==> src/rtl/snake_dir_ctrl.sv <==
// Snake direction/game-flow controller: merges key and IR events into a filtered
// turn queue, applies one turn per game step. Optional SNAKE_TURN_BEEP_EN adds turn_beep.
module snake_dir_ctrl #(
    parameter int         QDEPTH   = 4,
    parameter logic [7:0] IR_UP    = 8'h18,
    parameter logic [7:0] IR_DOWN  = 8'h52,
    parameter logic [7:0] IR_LEFT  = 8'h08,
    parameter logic [7:0] IR_RIGHT = 8'h5A,
    parameter logic [7:0] IR_PAUSE = 8'h1C
) (
    input  logic       sys_clk,
    input  logic       sys_rst,
    input  logic [3:0] key_flag,
    input  logic [3:0] key_value,
    input  logic       ir_data_en,
    input  logic [7:0] ir_data,
    input  logic       step_tick,
    input  logic       game_over,
    output logic [1:0] dir_out,
    output logic       dir_valid,
    output logic       run,
    output logic       paused,
    output logic       restart,
    output logic [3:0] q_cnt,
    output logic       drop,
    output logic       turn_beep
);

    localparam int         AW    = $clog2(QDEPTH);
    localparam logic [3:0] QFULL = 4'(QDEPTH);

    typedef enum logic [1:0] {S_IDLE, S_RUN, S_PAUSE, S_OVER} state_t;

    state_t          r_state, w_state_nxt;
    logic [1:0]      r_dir;
    logic            r_dir_valid, r_run, r_paused, r_restart, r_drop;
    logic [1:0]      r_q [QDEPTH];
    logic [AW-1:0]   r_rd_ptr, r_wr_ptr;
    logic [3:0]      r_cnt;

    logic [3:0]      w_key_ev;
    logic            w_ir_hit, w_ir_pause, w_dir_any, w_multi;
    logic [1:0]      w_ir_dir, w_dir_sel, w_ref, w_head;
    logic [AW-1:0]   w_tail_idx;
    logic            w_full, w_filt_rej;
    logic            w_push, w_pop, w_flush, w_step, w_set_dir, w_drop, w_restart;

    // Key bit order is {up,down,left,right}; a key counts only on a press edge.
    assign w_key_ev   = key_flag & ~key_value;
    assign w_ir_pause = ir_data_en && (ir_data == IR_PAUSE);

    always_comb begin
        w_ir_hit = 1'b0;
        w_ir_dir = 2'b00;
        if (ir_data_en) begin
            if (ir_data == IR_UP) begin
                w_ir_hit = 1'b1; w_ir_dir = 2'b00;
            end else if (ir_data == IR_DOWN) begin
                w_ir_hit = 1'b1; w_ir_dir = 2'b01;
            end else if (ir_data == IR_LEFT) begin
                w_ir_hit = 1'b1; w_ir_dir = 2'b10;
            end else if (ir_data == IR_RIGHT) begin
                w_ir_hit = 1'b1; w_ir_dir = 2'b11;
            end
        end
    end

    always_comb begin
        w_dir_sel = w_ir_dir;
        if      (w_key_ev[3]) w_dir_sel = 2'b00;
        else if (w_key_ev[2]) w_dir_sel = 2'b01;
        else if (w_key_ev[1]) w_dir_sel = 2'b10;
        else if (w_key_ev[0]) w_dir_sel = 2'b11;
    end

    assign w_dir_any = (|w_key_ev) || w_ir_hit;
    // More than one direction source active: more than one key bit, or a key plus IR.
    assign w_multi   = ((w_key_ev & (w_key_ev - 4'd1)) != 4'd0) || ((|w_key_ev) && w_ir_hit);

    // Filter against the pre-pop tail so a same-cycle pop never changes the decision.
    assign w_tail_idx = r_wr_ptr - AW'(1);
    assign w_head     = r_q[r_rd_ptr];
    assign w_ref      = (r_cnt != 4'd0) ? r_q[w_tail_idx] : r_dir;
    assign w_full     = (r_cnt == QFULL);
    assign w_filt_rej = (w_dir_sel == w_ref) || (w_dir_sel == (w_ref ^ 2'b01));

    always_ff @(posedge sys_clk or posedge sys_rst) begin
        if (sys_rst) r_state <= S_IDLE;
        else         r_state <= w_state_nxt;
    end

    always_comb begin
        w_state_nxt = r_state;
        w_push      = 1'b0;
        w_pop       = 1'b0;
        w_flush     = 1'b0;
        w_step      = 1'b0;
        w_set_dir   = 1'b0;
        w_drop      = 1'b0;
        w_restart   = 1'b0;
        case (r_state)
            S_IDLE: begin
                if (w_dir_any) begin
                    w_set_dir   = 1'b1;
                    w_drop      = w_multi;
                    w_state_nxt = S_RUN;
                end else if (w_ir_pause) begin
                    w_state_nxt = S_RUN;
                end
            end
            S_RUN: begin
                if (game_over) begin
                    w_flush     = 1'b1;
                    w_state_nxt = S_OVER;
                end else begin
                    w_step = step_tick;
                    w_pop  = step_tick && (r_cnt != 4'd0);
                    if (w_dir_any) begin
                        if (w_filt_rej || w_full) begin
                            w_drop = 1'b1;
                        end else begin
                            w_push = 1'b1;
                            w_drop = w_multi;
                        end
                    end
                    if (w_ir_pause) w_state_nxt = S_PAUSE;
                end
            end
            S_PAUSE: begin
                if (game_over) begin
                    w_flush     = 1'b1;
                    w_state_nxt = S_OVER;
                end else if (w_ir_pause) begin
                    w_state_nxt = S_RUN;
                end
            end
            S_OVER: begin
                if (w_ir_pause || (|w_key_ev)) begin
                    w_flush     = 1'b1;
                    w_restart   = 1'b1;
                    w_state_nxt = S_IDLE;
                end
            end
            default: w_state_nxt = S_IDLE;
        endcase
    end

    always_ff @(posedge sys_clk or posedge sys_rst) begin
        if (sys_rst) begin
            r_dir       <= 2'b11;
            r_dir_valid <= 1'b0;
            r_run       <= 1'b0;
            r_paused    <= 1'b0;
            r_restart   <= 1'b0;
            r_drop      <= 1'b0;
            r_rd_ptr    <= '0;
            r_wr_ptr    <= '0;
            r_cnt       <= 4'd0;
            for (int i = 0; i < QDEPTH; i++) r_q[i] <= 2'b00;
        end else begin
            r_dir_valid <= w_step;
            r_drop      <= w_drop;
            r_restart   <= w_restart;
            r_run       <= (w_state_nxt == S_RUN);
            r_paused    <= (w_state_nxt == S_PAUSE);

            if (w_restart)      r_dir <= 2'b11;
            else if (w_set_dir) r_dir <= w_dir_sel;
            else if (w_pop)     r_dir <= w_head;

            if (w_flush) begin
                r_rd_ptr <= '0;
                r_wr_ptr <= '0;
                r_cnt    <= 4'd0;
            end else begin
                if (w_push) begin
                    r_q[r_wr_ptr] <= w_dir_sel;
                    r_wr_ptr      <= r_wr_ptr + AW'(1);
                end
                if (w_pop) r_rd_ptr <= r_rd_ptr + AW'(1);
                case ({w_push, w_pop})
                    2'b10:   r_cnt <= r_cnt + 4'd1;
                    2'b01:   r_cnt <= r_cnt - 4'd1;
                    default: r_cnt <= r_cnt;
                endcase
            end
        end
    end

`ifdef SNAKE_TURN_BEEP_EN
    logic r_beep;
    // Only a pop can change the heading on a step; an empty-queue step never beeps.
    always_ff @(posedge sys_clk or posedge sys_rst) begin
        if (sys_rst) r_beep <= 1'b0;
        else         r_beep <= w_pop && (w_head != r_dir);
    end
    assign turn_beep = r_beep;
`else
    assign turn_beep = 1'b0;
`endif

    assign dir_out   = r_dir;
    assign dir_valid = r_dir_valid;
    assign run       = r_run;
    assign paused    = r_paused;
    assign restart   = r_restart;
    assign q_cnt     = r_cnt;
    assign drop      = r_drop;

endmodule

==> config.mk <==
export PLATFORM = sky130hd
export DESIGN_NAME = snake_dir_ctrl
export DESIGN_NICKNAME = d
export VERILOG_FILES = /design/src/rtl/snake_dir_ctrl.sv
export SDC_FILE = /design/constraint.sdc
export NUM_CORES = 1
export LEC_CHECK = 0
export ABC_AREA = 1
export BUFFER_PORTS_ARGS = -buffer_cell sky130_fd_sc_hd__buf_2
export CAP_MARGIN = 20
export CORE_ASPECT_RATIO = 0.9
export CORE_MARGIN = 5
export CORE_UTILIZATION = 45
export DETAILED_ROUTE_END_ITERATION = 8
export GPL_TIMING_DRIVEN = 0
export HOLD_SLACK_MARGIN = 0.1
export PLACE_DENSITY = 0.72
export SYNTH_ARGS = -nofsm -noshare
export SYNTH_HDL_FRONTEND = slang
export SYNTH_SLANG_ARGS = --single-unit
==> constraint.sdc <==
create_clock -name sys_clk -period 3.3 [get_ports sys_clk]
set_input_delay 0.165 -clock sys_clk [delete_from_list [all_inputs] [get_ports sys_clk]]
set_output_delay 0.165 -clock sys_clk [all_outputs]
set_load 0.02 [all_outputs]
# Word level (Yosys, flattened, before mapping)
# Index checks and enable logic that the tools add are counted.
[totals] inputBits=21 output_inout_bits=12 register_bits=25 wordCells=125
[classes] n_eq_ne=15 n_reduce_logical=19 mux=59 n_lt_le_gt_ge=4 n_bitwise=8 n_addsub=6
[op_table] operator="2-bit 2-to-1 mux" count=28
[op_table] operator="1-bit 2-to-1 mux" count=22
[op_table] operator="8-bit by 5-bit == test with 1-bit output, second input constant" count=2
[op_table] operator="8-bit by 7-bit == test with 1-bit output, second input constant" count=2
[op_table] operator="3-bit >= comparator, second input constant" count=3
[op_table] operator="2-bit inverter with 3-bit output" count=3
[op_table] operator="4-bit bitwise AND" count=2
[op_table] operator="2-bit binary-select mux with 2-bit select" count=2
[op_table] operator="8-bit bitwise mux" count=1
[op_table] operator="2-bit == test, second input constant" count=4
[op_table] operator="8-bit by 4-bit == test with 1-bit output, second input constant" count=1
[op_table] operator="2-bit one-hot mux with 4 select lines" count=1
[op_table] operator="4-bit one-hot mux with 2 select lines" count=1
[op_table] operator="4-bit nonzero test" count=2
[op_table] operator="4-bit by 1-bit subtractor with 4-bit output, second input constant" count=2
[op_table] operator="2-bit by 1-bit == test with 1-bit output, second input constant" count=3
[op_table] operator="3-bit nonzero test" count=2
[op_table] operator="1-bit logical OR" count=5
[op_table] operator="2-bit by 1-bit adder with 2-bit output, second input constant" count=2
[op_table] operator="4-bit by 1-bit adder with 4-bit output, second input constant" count=1
[op_table] operator="2-bit demux with 2-bit select" count=1
[op_table] operator="2-bit == test" count=2
[op_table] operator="4-bit by 3-bit == test with 1-bit output, second input constant" count=1
[op_table] operator="1-bit logical AND" count=4
[op_table] operator="11 further kinds" count=14

# Logic depth before layout (Yosys ltp)
[logic_depth] ltp_word=20 depth_mapped=22 depth_no_buf=22

# Least setup slack after synthesis
# Ideal clock, no wire load.
[synth_timing] path_kind="flip-flop to flip-flop" startpoint="register r_wr_ptr[0]" endpoint="register r_cnt[3], in the netlist q_cnt[3]" n_path_buf=0 required_ns=3.182 synth_period_minus_slack_ns=2.605 t_arrival_ns=2.488 stages_incl_launch_ff=22 path_slack_ns=0.695 setup_ns=0.118 path_cell_list="dfrtp_1 > inv_1 > ha_1 > inv_1 > nand3_1 > nand2_1 > nand2_1 > o21ai_1 > nand3_1 > nand2_1 > nand3_1 > nand2_2 > inv_1 > ha_1 > a21oi_1 > nand2_1 > xor2_1 > inv_1 > nand2_1 > nand2_1 > nand3_1 > nand2_1"
[synth_between] elab_chain_cells=17 elab_cells_between_ends=20 cone_classes="1 x add/sub; 4 x eq/ne; 10 x mux; 2 x bitwise; 3 x reduce/logical"
[synth_rtl] element="start, declared" line_no="38" rtl="logic [AW-1:0] r_rd_ptr, r_wr_ptr;"
[synth_rtl] element="start signal, assigned" line_no="178" rtl="r_wr_ptr <= r_wr_ptr + AW'(1);"
[synth_rtl] element="2-bit by 1-bit subtractor with 2-bit output *" line_no="81" rtl="assign w_tail_idx = r_wr_ptr - AW'(1);"
[synth_rtl] element="2-bit inverter with 3-bit output (not written as such) *" line_no="83" rtl="assign w_ref = (r_cnt != 4'd0) ? r_q[w_tail_idx] : r_dir;"
[synth_rtl] element="2-bit binary-select mux with 2-bit select *" line_no="83"
[synth_rtl] element="2-bit 2-to-1 mux (not written as such) * (2 in series)" line_no="83"
[synth_rtl] element="2-bit 2-to-1 mux *" line_no="83"
[synth_rtl] element="1-bit inverter (no line)"
[synth_rtl] element="2-bit == test" line_no="85" rtl="assign w_filt_rej = (w_dir_sel == w_ref) || (w_dir_sel == (w_ref ^ 2'b01));"
[synth_rtl] element="1-bit logical OR *" line_no="85"
[synth_rtl] element="1-bit logical OR *" line_no="119" rtl="if (w_filt_rej || w_full) begin"
[synth_rtl] element="1-bit 2-to-1 mux *" line_no="119"
[synth_rtl] element="1-bit 2-to-1 mux *" line_no="118" rtl="if (w_dir_any) begin"
[synth_rtl] element="1-bit 2-to-1 mux *" line_no="112" rtl="if (game_over) begin"
[synth_rtl] element="1-bit 2-to-1 mux *" line_no="101" rtl="case (r_state)"
[synth_rtl] element="2-bit by 1-bit == test with 1-bit output / 2-bit == test (equally long branches)" line_no="181" rtl="case ({w_push, w_pop})"
[synth_rtl] element="4-bit one-hot mux with 2 select lines" line_no="181"
[synth_rtl] element="4-bit 2-to-1 mux" line_no="171" rtl="if (w_flush) begin"
[synth_rtl] element="end signal, assigned" line_no="182" rtl="2'b10: r_cnt <= r_cnt + 4'd1;"
[synth_rtl] element="end signal, assigned" line_no="183" rtl="2'b01: r_cnt <= r_cnt - 4'd1;"
[synth_rtl] element="end signal, assigned" line_no="184" rtl="default: r_cnt <= r_cnt;"
[synth_rtl] element="end, declared" line_no="39" rtl="logic [3:0] r_cnt;"
# Mark *: on every way between the ends. The rest lies on a longest branch, timed or not. The select of a mux whose other input is x is not followed.
# A chain may end at the register's enable or synchronous reset.

# Worst setup path after layout
# Same ends and word-level chain as after synthesis.

==> results_dict.tcl <==
set metrics [dict create \
    place_hpwl_um 3070 \
    dpl.cell_count 345 \
    slew_headroom_pct 38.1 \
    critPathArrivalTime_ns 3.04 \
    dr.pass1.iters 4 \
    die_area_um2 5510 \
    p_int_mw 0.734 \
    cts_buffers 3 \
    stdcell_count 350 \
    setup_viol 0 \
    die_height_um 70.9 \
    required_ns 3.46 \
    wirelength_um 3690 \
    ios 33 \
    wl_per_cell_um 10.5 \
    drive_above_1_share_pct 20.5 \
    endpoint "q_cnt[3]" \
    r2r_end "q_cnt[3]" \
    syn_nets 298 \
    final_cell_mix "74 x nand2_1, 48 x inv_1, 31 x buf_2" \
    synth_edf_count 0 \
    grt_pass1_wl_um 6560 \
    htree_levels 1 \
    insertion_delay_ns 0.27 \
    nFillCells 421 \
    fin_total_pwr_mw 1.36 \
    ys_ff_latch 25 \
    synth_seq_area_share_pct 33.8 \
    worst_slew_pin_slew_ns 0.928 \
    cts_sinks 25 \
    fin_crit_sh_pct 87.2 \
    maxCapViolCount 0 \
    die_w_um 77.7 \
    clockBufferDepth 2 \
    combPwrFrac_pct 52.6 \
    rows 22 \
    portBuffers 31 \
    antenna_found_initial 0 \
    critPathKind "reg -> reg" \
    grt_pass1_vias 1557 \
    status "complete, no violations" \
    syn_to_final_growth_pct 14.5 \
    cts_tree "built" \
    hold_class "in -> async" \
    yosysWarnings 0 \
    crit_path_max_fanout 6 \
    antenna_cells 0 \
    finalHoldViolCount 0 \
    antenna_left 0 \
    synthCells 266 \
    gp_congestion 0.795 \
    yosysUniqueCellTypes 31 \
    avgSynthCellArea_um2 6.98 \
    swShare_pct 46.1 \
    syn-cell-area_um2 1860 \
    post-route-util_pct 52.5 \
    layout_commonest_cell "nand2_1" \
    track_usage_pct 14.1 \
    p_per_area_nw_per_um2 641 \
    nets 335 \
    drt-initial-drc-count 122 \
    ff2ff_setup_slack_ns 0.42 \
    max_freq_ghz 0.347 \
    rsz0062_at_grt "no" \
    placed_cell_area_um2 2070 \
    rr_worst_depth 21 \
    clkTransAtPathRegs_ns 0.09 \
    vias 1659 \
    cts-root-buf "clkbuf_8" \
    synth_ff_type "dfrtp_1" \
    p_switching_mw 0.628 \
    finalMaxSlewViolations 0 \
    ir_drop_v 0.000426 \
    synthArstFlopShare_pct 100 \
    finalInstanceArea_um2 2130 \
    seqPwrFrac_pct 34.2 \
    p_leak_nw 1.25 \
    start_kind "register" \
    r2r-start "r_wr_ptr[0]" \
    clkPwrFrac_pct 13.2 \
    min_period_ns 2.88 \
    core-area_um2 4050 \
    gr-total-overflow 0 \
    drc 0 \
    start_util_pct 45.9 \
    skew_ns 0.00489 \
    cts_hold_buf 0 \
    routed_via_density 4.74 \
    grt_max_degree 26 \
    fin_tns_setup_ns 0 \
    setup.worst_path.end_class "register" \
    cp-startpoint "r_wr_ptr[0]" \
]
## final cells by class
| type | count | area, um^2 | share of cell area, % |
|---|---|---|---|
| buffer | 2 | 11.3 | 0.530 |
| clock buffer | 3 | 41.3 | 1.94 |
| clock inverter | 1 | 5.00 | 0.235 |
| inverter | 51 | 191 | 9.01 |
| multi-input combinational | 188 | 1030 | 48.3 |
| sequential | 25 | 628 | 29.5 |
| tap | 48 | 60.1 | 2.83 |
| timing repair buffer | 32 | 163 | 7.65 |
## cells by family after synthesis
family                     after synthesis  synth area share [%]
adders and majority gates               11                  7.82
other                                    1                 0.202
xor gates and xnor gates                 3                  1.42
buffers and inverters                   53                  10.9
and+or+nand+nor                        135                  33.6
AOI/OAI and AO/OA                       38                  12.2
DFF                                     25                  33.8
## through the flow
| step | hold slack [ns] | setup WS [ns] |
|---|---|---|
| 2_1_floorplan | 0.191 | 0.695 |
| 3_3_place_gp | 0.395 | 0.424 |
| 3_5_place_dp | 0.396 | 0.387 |
| 4_1_cts | 0.103 | 0.356 |
| 5_1_grt | 0.117 | 0.0555 |
| 6_report | 0.0910 | 0.422 |
## cells in the mapped netlist, types with 3 or more instances
| cell type | number | area share, % |
|---|---|---|
| nand2_1 | 74 | 15 |
| inv_1 | 48 | 9.7 |
| dfrtp_1 | 23 | 31 |
| nor2_1 | 22 | 4.4 |
| nand3_1 | 18 | 4.9 |
| o21ai_0 | 16 | 4.3 |
| ha_1 | 10 | 6.7 |
| a21oi_1 | 9 | 2.4 |
| nand2_2 | 6 | 2.0 |
| nor2_2 | 5 | 1.7 |
| o21ai_1 | 5 | 1.3 |
| nor2_4 | 4 | 2.4 |
| inv_2 | 3 | 0.61 |
| xor2_1 | 3 | 1.4 |
## critical path, stage by stage (launching register included)
cell     delay (ns)
dfrtp_1        0.40
inv_1          0.16
ha_1           0.27
inv_1          0.08
nand3_1        0.07
nand2_1        0.07
nand2_1        0.05
o21ai_1        0.09
nand3_1        0.09
nand2_1        0.11
nand3_1        0.15
nand2_2        0.13
inv_1          0.09
ha_1           0.33
a21oi_1        0.16
nand2_1        0.08
xor2_1         0.17
inv_1          0.06
nand2_1        0.06
nand2_1        0.05
nand3_1        0.06
nand2_1        0.05
## layer usage
metal	global-route usage [%]	wire (um)	part of all wire, %
met1	19.5	1850	50
met2	22.3	1620	44
met3	4.07	182	4.9
met4	2.29	27	0.73
met5	0	0	0
## flip-flops by register name, summed over array words and instances, names as in the netlist, 2 cells and up
register and count:
r_state 2, r_q 8, q_cnt 4, r_wr_ptr 2, r_rd_ptr 2, dir_out 2
## power groups by stage
stage / clock (mW) / combinational, mW / sequential [mW]
after floorplan: 0 / 0.502 / 0.511
after global placement: 0 / 0.695 / 0.472
after detailed placement: 0 / 0.710 / 0.475
after CTS: 0.189 / 0.713 / 0.469
after global routing: 0.204 / 0.824 / 0.480
final: 0.180 / 0.717 / 0.466
## worst min path at each step
stage | from | slack (ns) | cells past startpoint | end
after floorplan | sys_rst | 0.19 | 1 | dir_valid
after global placement | step_tick | 0.39 | 3 | dir_valid
after detailed placement | step_tick | 0.40 | 3 | dir_valid
after CTS | step_tick | 0.10 | 3 | dir_valid
after global routing | step_tick | 0.12 | 3 | dir_valid
final | sys_rst | 0.09 | 2 | r_q[7]
## timing repair
action,in CTS,in global routing
setup buffers,0,1
resized for setup,0,0
endpoints found under the setup margin,0,1
No activity file was read; power rests on OpenSTA's default activity.
